## src/rtl/mem_arbiter_if.sv

```systemverilog
// Requester/RAM bus for mem_arbiter. The slave modport is the arbiter's view;
// master is the view of the requesters and RAM model driving it.
interface mem_arbiter_if;
  logic        iREN;
  logic [31:0] iaddr;
  logic        dREN;
  logic        dWEN;
  logic [31:0] daddr;
  logic [31:0] dstore;
  logic        ram_ready;
  logic [31:0] ram_load;
  logic        ram_ren;
  logic        ram_wen;
  logic [31:0] ram_addr;
  logic [31:0] ram_store;
  logic        ihit;
  logic        dhit;
  logic [31:0] iload;
  logic [31:0] dload;
  logic        timeout_err;

  modport slave (
    input  iREN, iaddr, dREN, dWEN, daddr, dstore, ram_ready, ram_load,
    output ram_ren, ram_wen, ram_addr, ram_store, ihit, dhit, iload, dload, timeout_err
  );

  modport master (
    output iREN, iaddr, dREN, dWEN, daddr, dstore, ram_ready, ram_load,
    input  ram_ren, ram_wen, ram_addr, ram_store, ihit, dhit, iload, dload, timeout_err
  );
endinterface

```

## src/rtl/mem_arbiter.sv

```systemverilog
// Two-requester (fetch/data) single-port RAM arbiter with alternating priority.
// Define MEM_ARBITER_TIMEOUT_EN to build the 255-cycle access watchdog.
module mem_arbiter (
  input logic          CLK,
  input logic          RST,
  mem_arbiter_if.slave bus
);

  localparam logic [1:0] IDLE = 2'd0;
  localparam logic [1:0] IACC = 2'd1;
  localparam logic [1:0] DACC = 2'd2;

  logic [1:0]  state_q, state_d;
  logic        last_grant_q, last_grant_d;
  logic        dreq;
  logic        wdog_expired;
  logic        ren, wen, ihit, dhit, terr;
  logic [31:0] addr, store, iload, dload;

  assign dreq = bus.dREN | bus.dWEN;

`ifdef MEM_ARBITER_TIMEOUT_EN
  logic [7:0] wdog_q, wdog_d;

  // Held at zero in IDLE, so every access starts counting from zero.
  always_comb begin
    wdog_d = '0;
    if ((state_q == IACC || state_q == DACC) && !bus.ram_ready)
      wdog_d = wdog_q + 8'd1;
  end

  always_ff @(posedge CLK or posedge RST) begin
    if (RST) wdog_q <= '0;
    else     wdog_q <= wdog_d;
  end

  assign wdog_expired = (wdog_q == 8'd254);
`else
  assign wdog_expired = 1'b0;
`endif

  always_comb begin
    state_d      = state_q;
    last_grant_d = last_grant_q;
    ren          = 1'b0;
    wen          = 1'b0;
    addr         = '0;
    store        = '0;
    ihit         = 1'b0;
    dhit         = 1'b0;
    iload        = '0;
    dload        = '0;
    terr         = 1'b0;
    case (state_q)
      IDLE: begin
        if (dreq && (!bus.iREN || !last_grant_q)) begin
          state_d      = DACC;
          last_grant_d = 1'b1;
        end else if (bus.iREN) begin
          state_d      = IACC;
          last_grant_d = 1'b0;
        end
      end
      IACC: begin
        ren  = bus.iREN;
        addr = bus.iaddr;
        if (!bus.iREN) begin
          state_d = IDLE;
        end else if (bus.ram_ready) begin
          ihit    = 1'b1;
          iload   = bus.ram_load;
          state_d = IDLE;
        end else if (wdog_expired) begin
          terr    = 1'b1;
          state_d = IDLE;
        end
      end
      DACC: begin
        // Write takes precedence when both data strobes are high.
        wen   = bus.dWEN;
        ren   = bus.dREN & ~bus.dWEN;
        addr  = bus.daddr;
        store = bus.dWEN ? bus.dstore : '0;
        if (!dreq) begin
          state_d = IDLE;
        end else if (bus.ram_ready) begin
          dhit    = 1'b1;
          dload   = bus.ram_load;
          state_d = IDLE;
        end else if (wdog_expired) begin
          terr    = 1'b1;
          state_d = IDLE;
        end
      end
      default: state_d = IDLE;
    endcase
  end

  always_ff @(posedge CLK or posedge RST) begin
    if (RST) begin
      state_q      <= IDLE;
      last_grant_q <= 1'b0;
    end else begin
      state_q      <= state_d;
      last_grant_q <= last_grant_d;
    end
  end

  assign bus.ram_ren     = ren;
  assign bus.ram_wen     = wen;
  assign bus.ram_addr    = addr;
  assign bus.ram_store   = store;
  assign bus.ihit        = ihit;
  assign bus.dhit        = dhit;
  assign bus.iload       = iload;
  assign bus.dload       = dload;
  assign bus.timeout_err = terr;

endmodule

```

## src/flat_wrapper.sv

```systemverilog
// flat-port wrapper written by rule: the top's interface ports become plain ports
module mem_arbiter_flat 
  (CLK, RST, bus_iREN, bus_iaddr, bus_dREN, bus_dWEN, bus_daddr, bus_dstore, bus_ram_ready, bus_ram_load, bus_ram_ren, bus_ram_wen, bus_ram_addr, bus_ram_store, bus_ihit, bus_dhit, bus_iload, bus_dload, bus_timeout_err);
  mem_arbiter_if bus_i ();
  input logic CLK;
  input logic RST;
  input wire logic [$bits(bus_i.iREN)-1:0] bus_iREN;
  input wire logic [$bits(bus_i.iaddr)-1:0] bus_iaddr;
  input wire logic [$bits(bus_i.dREN)-1:0] bus_dREN;
  input wire logic [$bits(bus_i.dWEN)-1:0] bus_dWEN;
  input wire logic [$bits(bus_i.daddr)-1:0] bus_daddr;
  input wire logic [$bits(bus_i.dstore)-1:0] bus_dstore;
  input wire logic [$bits(bus_i.ram_ready)-1:0] bus_ram_ready;
  input wire logic [$bits(bus_i.ram_load)-1:0] bus_ram_load;
  output wire logic [$bits(bus_i.ram_ren)-1:0] bus_ram_ren;
  output wire logic [$bits(bus_i.ram_wen)-1:0] bus_ram_wen;
  output wire logic [$bits(bus_i.ram_addr)-1:0] bus_ram_addr;
  output wire logic [$bits(bus_i.ram_store)-1:0] bus_ram_store;
  output wire logic [$bits(bus_i.ihit)-1:0] bus_ihit;
  output wire logic [$bits(bus_i.dhit)-1:0] bus_dhit;
  output wire logic [$bits(bus_i.iload)-1:0] bus_iload;
  output wire logic [$bits(bus_i.dload)-1:0] bus_dload;
  output wire logic [$bits(bus_i.timeout_err)-1:0] bus_timeout_err;
  assign bus_i.iREN = bus_iREN;
  assign bus_i.iaddr = bus_iaddr;
  assign bus_i.dREN = bus_dREN;
  assign bus_i.dWEN = bus_dWEN;
  assign bus_i.daddr = bus_daddr;
  assign bus_i.dstore = bus_dstore;
  assign bus_i.ram_ready = bus_ram_ready;
  assign bus_i.ram_load = bus_ram_load;
  assign bus_ram_ren = bus_i.ram_ren;
  assign bus_ram_wen = bus_i.ram_wen;
  assign bus_ram_addr = bus_i.ram_addr;
  assign bus_ram_store = bus_i.ram_store;
  assign bus_ihit = bus_i.ihit;
  assign bus_dhit = bus_i.dhit;
  assign bus_iload = bus_i.iload;
  assign bus_dload = bus_i.dload;
  assign bus_timeout_err = bus_i.timeout_err;
  mem_arbiter u_core (.CLK(CLK), .RST(RST), .bus(bus_i));
endmodule
```

## config.mk

```make
export PLATFORM = sky130hd
export DESIGN_NAME = mem_arbiter_flat
export DESIGN_NICKNAME = d
export VERILOG_FILES = /design/src/rtl/mem_arbiter_if.sv /design/src/rtl/mem_arbiter.sv /design/src/flat_wrapper.sv
export SDC_FILE = /design/constraint.sdc
export NUM_CORES = 1
export LEC_CHECK = 0
export CORE_ASPECT_RATIO = 0.7
export CORE_MARGIN = 10
export CORE_UTILIZATION = 21
export CTS_BUF_LIST = sky130_fd_sc_hd__clkbuf_8
export DETAILED_ROUTE_END_ITERATION = 16
export PLACE_DENSITY = 0.91
export SYNTH_ARGS = -nofsm -noshare
export SYNTH_HDL_FRONTEND = slang
export SYNTH_SLANG_ARGS = --single-unit
```

## constraint.sdc

```tcl
create_clock -name CLK -period 2.29 [get_ports CLK]
set_clock_uncertainty 0.1 [all_clocks]
set_input_delay 0.687 -clock CLK [delete_from_list [all_inputs] [get_ports CLK]]
set_output_delay 0.687 -clock CLK [all_outputs]
set_load 0.03 [all_outputs]
```

==> results of run 1 <==
-- per-layer routing --
metal  vias up  wire (microns)  GRT usage
met1      1354            4500      0.213
li1       1314               -          -
met5         -               0          0
met3        21            1020     0.0737
met2       144            7400      0.417
met4         0             216     0.0391
-- worst reg2reg max path: stages (launching register included) --
cell and delay [ps]:
dfrtp_2 440, inv_2 90, buf_4 150, ha_4 160, nor4b_1 240, a31oi_1 100
o221ai_1 210
-- cells in the final DEF, fill, tap and decap left out --
cell type,netlist,layout
buf_12,0,14
o21ai_1,0,1
a31oi_1,2,2
nor2b_4,0,17
a22oi_2,0,15
o221ai_1,1,1
and3_1,33,24
inv_1,3,2
nor2b_2,0,13
buf_8,0,5
nand2_1,4,4
nor2_1,3,3
and2_1,56,2
ha_1,5,1
nand4_1,1,1
inv_2,0,2
buf_16,0,2
a2bb2oi_1,1,1
o32ai_1,1,1
buf_2,7,2
nand3b_1,1,1
a22oi_1,32,17
clkdlybuf4s50_1,0,129
and2_4,10,64
dfrtp_2,0,1
clkbuf_8,0,3
ha_4,0,4
buf_6,4,112
dfrtp_1,3,2
nor4b_1,1,1
or2_4,1,1
a21oi_1,1,1
buf_4,1,28
conb_1,1,1
and3_4,1,14
nor2b_1,32,2
-- kinds of logic (layout without fill, tap and decap cells) --
group                      after synthesis  in the layout  share of synthesized area
AOI/OAI and AO/OA                       39             39                      0.194
DFF                                      3              3                     0.0503
adders and majority gates                5              5                     0.0419
other                                    1              1                    0.00251
and+or+nand+nor                        143            147                      0.612
buffers and inverters                   28            299                     0.0990
-- flip-flops by register name, summed over array words and instances (netlist names) --
register	cells
u_core.last_grant_q	1
u_core.state_q	2
-- what timing repair did --
| item | in CTS | in global routing |
|---|---|---|
| gates cloned | 8 | 0 |
| pin swaps | 58 | 13 |
| setup endpoints to repair | 132 | 130 |
| resized for setup | 178 | 81 |
| setup buffers | 9 | 3 |
-- worst paths after layout --
path,from,end,slack (ps),cells after the start
worst min-delay path,u_core.last_grant_q,u_core.last_grant_q,450,1
min in group asynchronous,RST,u_core.state_q[0],590,2
worst max register to register,u_core.state_q[0],u_core.state_q[0],700,6
max in group asynchronous,RST,u_core.state_q[0],1350,2
worst max-delay path,u_core.state_q[0],bus_ram_addr[17],-120,6
worst min register to register,u_core.last_grant_q,u_core.last_grant_q,450,1
-- stage by stage --
stage	setup TNS, ps	hold WS, ps	total power [W]	instance area [sq um]
6_report	-7400	448	0.00457	5210
5_1_grt	-13640	465	0.00478	5210
4_1_cts	-11330	426	0.00409	4920
3_5_place_dp	-47010	423	0.00336	4170
3_3_place_gp	-42800	402	0.00330	4170
2_1_floorplan	-1510	341	0.00205	1620
-- Yosys cell counts --
cell type   n  area (sq um)
and3_4      1          11.3
clkbuf_1   13          48.8
and2_4     10          87.6
a2bb2oi_1   1          8.76
ha_1        5          62.6
buf_2       7          35.0
a22oi_1    32           240
and2_1     56           350
nand4_1     1          6.26
buf_6       4          45.0
and3_1     33           206
buf_4       1          7.51
dfrtp_1     3          75.1
o221ai_1    1          8.76
nand3b_1    1          7.51
nand2_1     4          15.0
conb_1      1          3.75
o21ai_0     1          5.00
o32ai_1     1          8.76
a31oi_1     2          12.5
or2_4       1          8.76
nor2_1      3          11.3
nor4b_1     1          8.76
nor2b_1    32           200
inv_1       3          11.3
a21oi_1     1          5.00
-- area by class of cell --
class | count | area share
multi-input combinational | 192 | 0.341
clock inverter | 1 | 0.000720
tap | 94 | 0.0226
inverter | 3 | 0.00216
timing repair buffer | 292 | 0.611
clock buffer | 3 | 0.00792
sequential | 3 | 0.0146
-- where the power goes --
part | total [W] | switching, W | internal [W]
registers | 0.000114 | 0.0000332 | 0.0000810
logic | 0.00430 | 0.00211 | 0.00219
clock network | 0.000155 | 0.0000407 | 0.000115
==> impl_metrics.tcl, run 1 <==
set metrics [dict create \
    outcome "finished with violations" \
    violations "setup timing" \
    area.growth.synth_to_final_pct 249 \
    hpwl_mm 9.11 \
    cts_tree "built" \
    drv_slew 0 \
    clockBufferDepth 2 \
    rsz0062_at_grt "true" \
    drtIter0Drc 112 \
    start_util 0.219 \
    wl_per_cell_microns 22.3 \
    grt_pass1_vias 3109 \
    cp_cell_sequence "ha_4, buf_4, buf_12, a22oi_1, nor2b_4, buf_6" \
    fillers 433 \
    antenna-diode-count 0 \
    clk_pin_slew_ps 30 \
    cp_top_family "flip-flops" \
    ys_ff_latch 3 \
    arrival_ps 1620 \
    place_inst 568 \
    min_path_type "flip-flop to flip-flop" \
    antenna_found_initial 0 \
    p_leak_nw 2.32 \
    die_w_microns 121 \
    grt_usage 0.214 \
    grt_max_degree 37 \
    setup_viol 110 \
    critPathLaunchType "flip-flop" \
    worstPathMaxFanout 34 \
    multi_input_area_sq_mm 0.00178 \
    drc 0 \
    power_density_mw_per_mm2 877 \
    vias_per_cell 4.82 \
    ioPinCount 267 \
    drt_pass1_iterations 5 \
    gp_congestion 0.815 \
    grt_remaining_overflow 0 \
    critPathRequiredTime_ps 1500 \
    grt_first_pass_wirelength_mm 18.9 \
    io_buffers 265 \
    netlist_instances 219 \
    syn-cell-area_sq_mm 0.00149 \
    cap_violations 0 \
    design.core.area_sq_mm 0.00682 \
    ir_drop_mv 0.607 \
    synth.distinct_cells 26 \
    die-area_sq_mm 0.0109 \
    numCtsBuffers 3 \
    drt-total-wl_mm 13.1 \
    cts_root_buf "clkbuf_8" \
    cp_num_buf_inv 3 \
    cts_sinks 3 \
    die_h_microns 90.5 \
    finalCritPeriodShare 1.05 \
    place_ws_ps -612 \
    min_period_ps 2410 \
    std_cell_rows 25 \
    finalNonFillerCells 588 \
    seq_area_sq_um 76.3 \
    drtAntennaViolNets 0 \
    synth_nets 358 \
    crit_slowest_cell "dfrtp_2" \
    final_core_util 0.764 \
    path_class "flip-flop to primary output" \
    ys_warn_count 0 \
    max_stage_delay_ps 440 \
    yosysSeqAreaShare 0.0503 \
    fin_nets 634 \
    cp-end-kind "primary output" \
    htree_levels 1 \
    hold_buffers 0 \
    avgSynthCellArea_sq_um 6.81 \
    hold_violations 0 \
    vias 2833 \
    clock_latency_ps 220 \
    timing.fmax_ghz 0.415 \
    drive_above_1_share 0.601 \
    postLayoutSetupSlackWorst_ps -118 \
]
(Power assumes the default switching activity.)
==> run 2, diff against run 1 <==
--- a/config.mk
+++ b/config.mk
@@ -5,12 +5,13 @@
 export SDC_FILE = /design/constraint.sdc
 export NUM_CORES = 1
 export LEC_CHECK = 0
-export CORE_ASPECT_RATIO = 0.7
+export CORE_ASPECT_RATIO = 1.75
 export CORE_MARGIN = 10
 export CORE_UTILIZATION = 21
 export CTS_BUF_LIST = sky130_fd_sc_hd__clkbuf_8
 export DETAILED_ROUTE_END_ITERATION = 16
 export PLACE_DENSITY = 0.91
+export SETUP_SLACK_MARGIN = 0.1
 export SYNTH_ARGS = -nofsm -noshare
 export SYNTH_HDL_FRONTEND = slang
 export SYNTH_SLANG_ARGS = --single-unit
==> run 2 against run 1 <==
  * The run still ends with setup timing left
  * Via count is 7.6% higher
  * Flip-flop and latch count is the same
  * Non-clock buffer count grew 7
  * Register-to-register slack lost 50 ps
  * Critical path depth stayed put
  * Critical path type unchanged
  * Total power grew 17%
  * Largest power group unchanged
  * Wire length rose by 21%
  * Combinational power up 18%
  * First-iteration DRC count rose by 9.8%
  * Clock-buffer cell count did not move
==> impl_metrics.tcl, run 2 (same netlist as run 1, synthesis figures left out) <==
set metrics [dict create \
    drive_above_1_share 0.671 \
    grt_max_degree 37 \
    std_cell_rows 40 \
    cts_tree "built" \
    place_inst 553 \
    arrival_ps 1660 \
    critPathLaunchType "flip-flop" \
    cts_root_buf "clkbuf_8" \
    hold_violations 0 \
    layout_common_cells "129 x clkdlybuf4s50_1, 118 x buf_6, 65 x and2_4, 38 x and3_4, 27 x buf_12" \
    drv_slew 0 \
    largest_register "u_core.state_q" \
    ioPinCount 267 \
    cp-startpoint "u_core.state_q[1]" \
    die-area_sq_mm 0.0110 \
    vias_per_cell 5.21 \
    wl_per_cell_microns 27.1 \
    drt_pass1_iterations 4 \
    postLayoutSetupSlackWorst_ps -158 \
    max_stage_delay_ps 430 \
    min_path_type "flip-flop to flip-flop" \
    setup_viol 126 \
    cp_top_family "buffers and inverters" \
    worstPathMaxFanout 32 \
    fin_nets 641 \
    clock_latency_ps 210 \
    die_w_microns 83.7 \
    ir_drop_mv 0.776 \
    hpwl_mm 10.4 \
    area.growth.synth_to_final_pct 285 \
    drc 0 \
    min_period_ps 2450 \
    stdcell_area_sq_mm 0.00574 \
    design.core.area_sq_mm 0.00691 \
    violations "setup timing" \
    cp_num_buf_inv 3 \
    rr_startpoint "u_core.state_q[0]" \
    grt_first_pass_wirelength_mm 22.8 \
    gp_congestion 0.872 \
    drtIter0Drc 123 \
    post_dp_cell_area_sq_mm 0.00432 \
    finalCritPeriodShare 1.07 \
    clk_pin_slew_ps 30 \
    path_class "flip-flop to primary output" \
    grt_usage 0.262 \
    cap_violations 0 \
    io_buffers 265 \
    critPathRequiredTime_ps 1500 \
    vias 3049 \
    timing.fmax_ghz 0.409 \
    largest_reg_flops 2 \
    outcome "finished with violations" \
    cp_cell_sequence "buf_6, ha_4, buf_12, a22oi_1, nor2b_2, buf_6" \
    drt-total-wl_mm 15.9 \
    antenna-diode-count 0 \
    hold_buffers 0 \
    grt_pass1_vias 3505 \
    grt_remaining_overflow 0 \
    crit_slowest_cell "dfrtp_2" \
    cts_sinks 3 \
    clockBufferDepth 2 \
    start_util 0.216 \
    die_h_microns 131 \
    p_leak_nw 2.42 \
    finalNonFillerCells 585 \
    drtAntennaViolNets 0 \
    hold_path.startpoint "u_core.last_grant_q" \
    setup_tns_ps -10540 \
    fillers 342 \
    numCtsBuffers 3 \
    htree_levels 1 \
    cp-end-kind "primary output" \
    reg_top3 "u_core.state_q: 2 flops, u_core.last_grant_q: 1 flops" \
    regToRegSetupSlack_ps 650 \
    antenna_found_initial 3 \
    layout_commonest_cell "clkdlybuf4s50_1" \
    fin_total_pwr_w 0.00536 \
    path_common_cell "buf_6" \
    rsz0062_at_grt "true" \
    power_density_mw_per_mm2 933 \
]
[run 2: cell types whose count changed in the layout (fill, tap and decap cells not counted), sizes merged]
| cell | before | now |
|---|---|---|
| buf | 163 | 168 |
| clkbuf | 3 | 5 |
[run 2: where the power goes]
| part | switching, W | total (W) | internal (W) |
|---|---|---|---|
| combinational | 0.00238 | 0.00509 | 0.00270 |
| sequential | 0.0000403 | 0.000123 | 0.0000825 |
| clock | 0.0000335 | 0.000147 | 0.000114 |
[run 2: through the flow]
stage / utilization / hold WS (ps) / setup WS [ps]
final: 0.831 / 432 / -158
after global routing: 0.831 / 447 / -177
after CTS: 0.800 / 418 / -122
after detailed placement: 0.626 / 413 / -579
after global placement: 0.626 / 415 / -559
after floorplan: - / 341 / -24.5
[run 2: final cells by class]
type	instances	area, sq um	area share
sequential	3	77.6	0.0135
clock inverter	1	3.75	0.000654
timing repair buffer	299	3550	0.618
tap	84	105	0.0183
inverter	3	13.8	0.00240
multi-input combinational	192	1950	0.340
clock buffer	3	41.3	0.00719
[run 2: per-layer routing]
layer | track usage | routed length, microns | vias up
met5 | 0 | 28 | -
met4 | 0.108 | 716 | 4
met3 | 0.149 | 2210 | 48
met2 | 0.453 | 7810 | 254
met1 | 0.246 | 5090 | 1408
li1 | - | - | 1335
[run 2: path summary, 6_finish.rpt]
| kind | to | cells past startpoint |
|---|---|---|
| max | bus_ram_addr[2] | 6 |
| min | u_core.last_grant_q | 1 |
| max reg2reg | u_core.state_q[1] | 6 |
| min reg2reg | u_core.last_grant_q | 1 |
| max in group asynchronous | u_core.state_q[1] | 2 |
| min in group asynchronous | u_core.last_grant_q | 2 |
[run 2: timing repair]
item | 4_1_cts | 5_1_grt
resized for setup | 228 | 34
buffers inserted | 10 | 4
cloned | 13 | 2
pin swaps | 29 | 14
endpoints found under the setup margin | 132 | 132
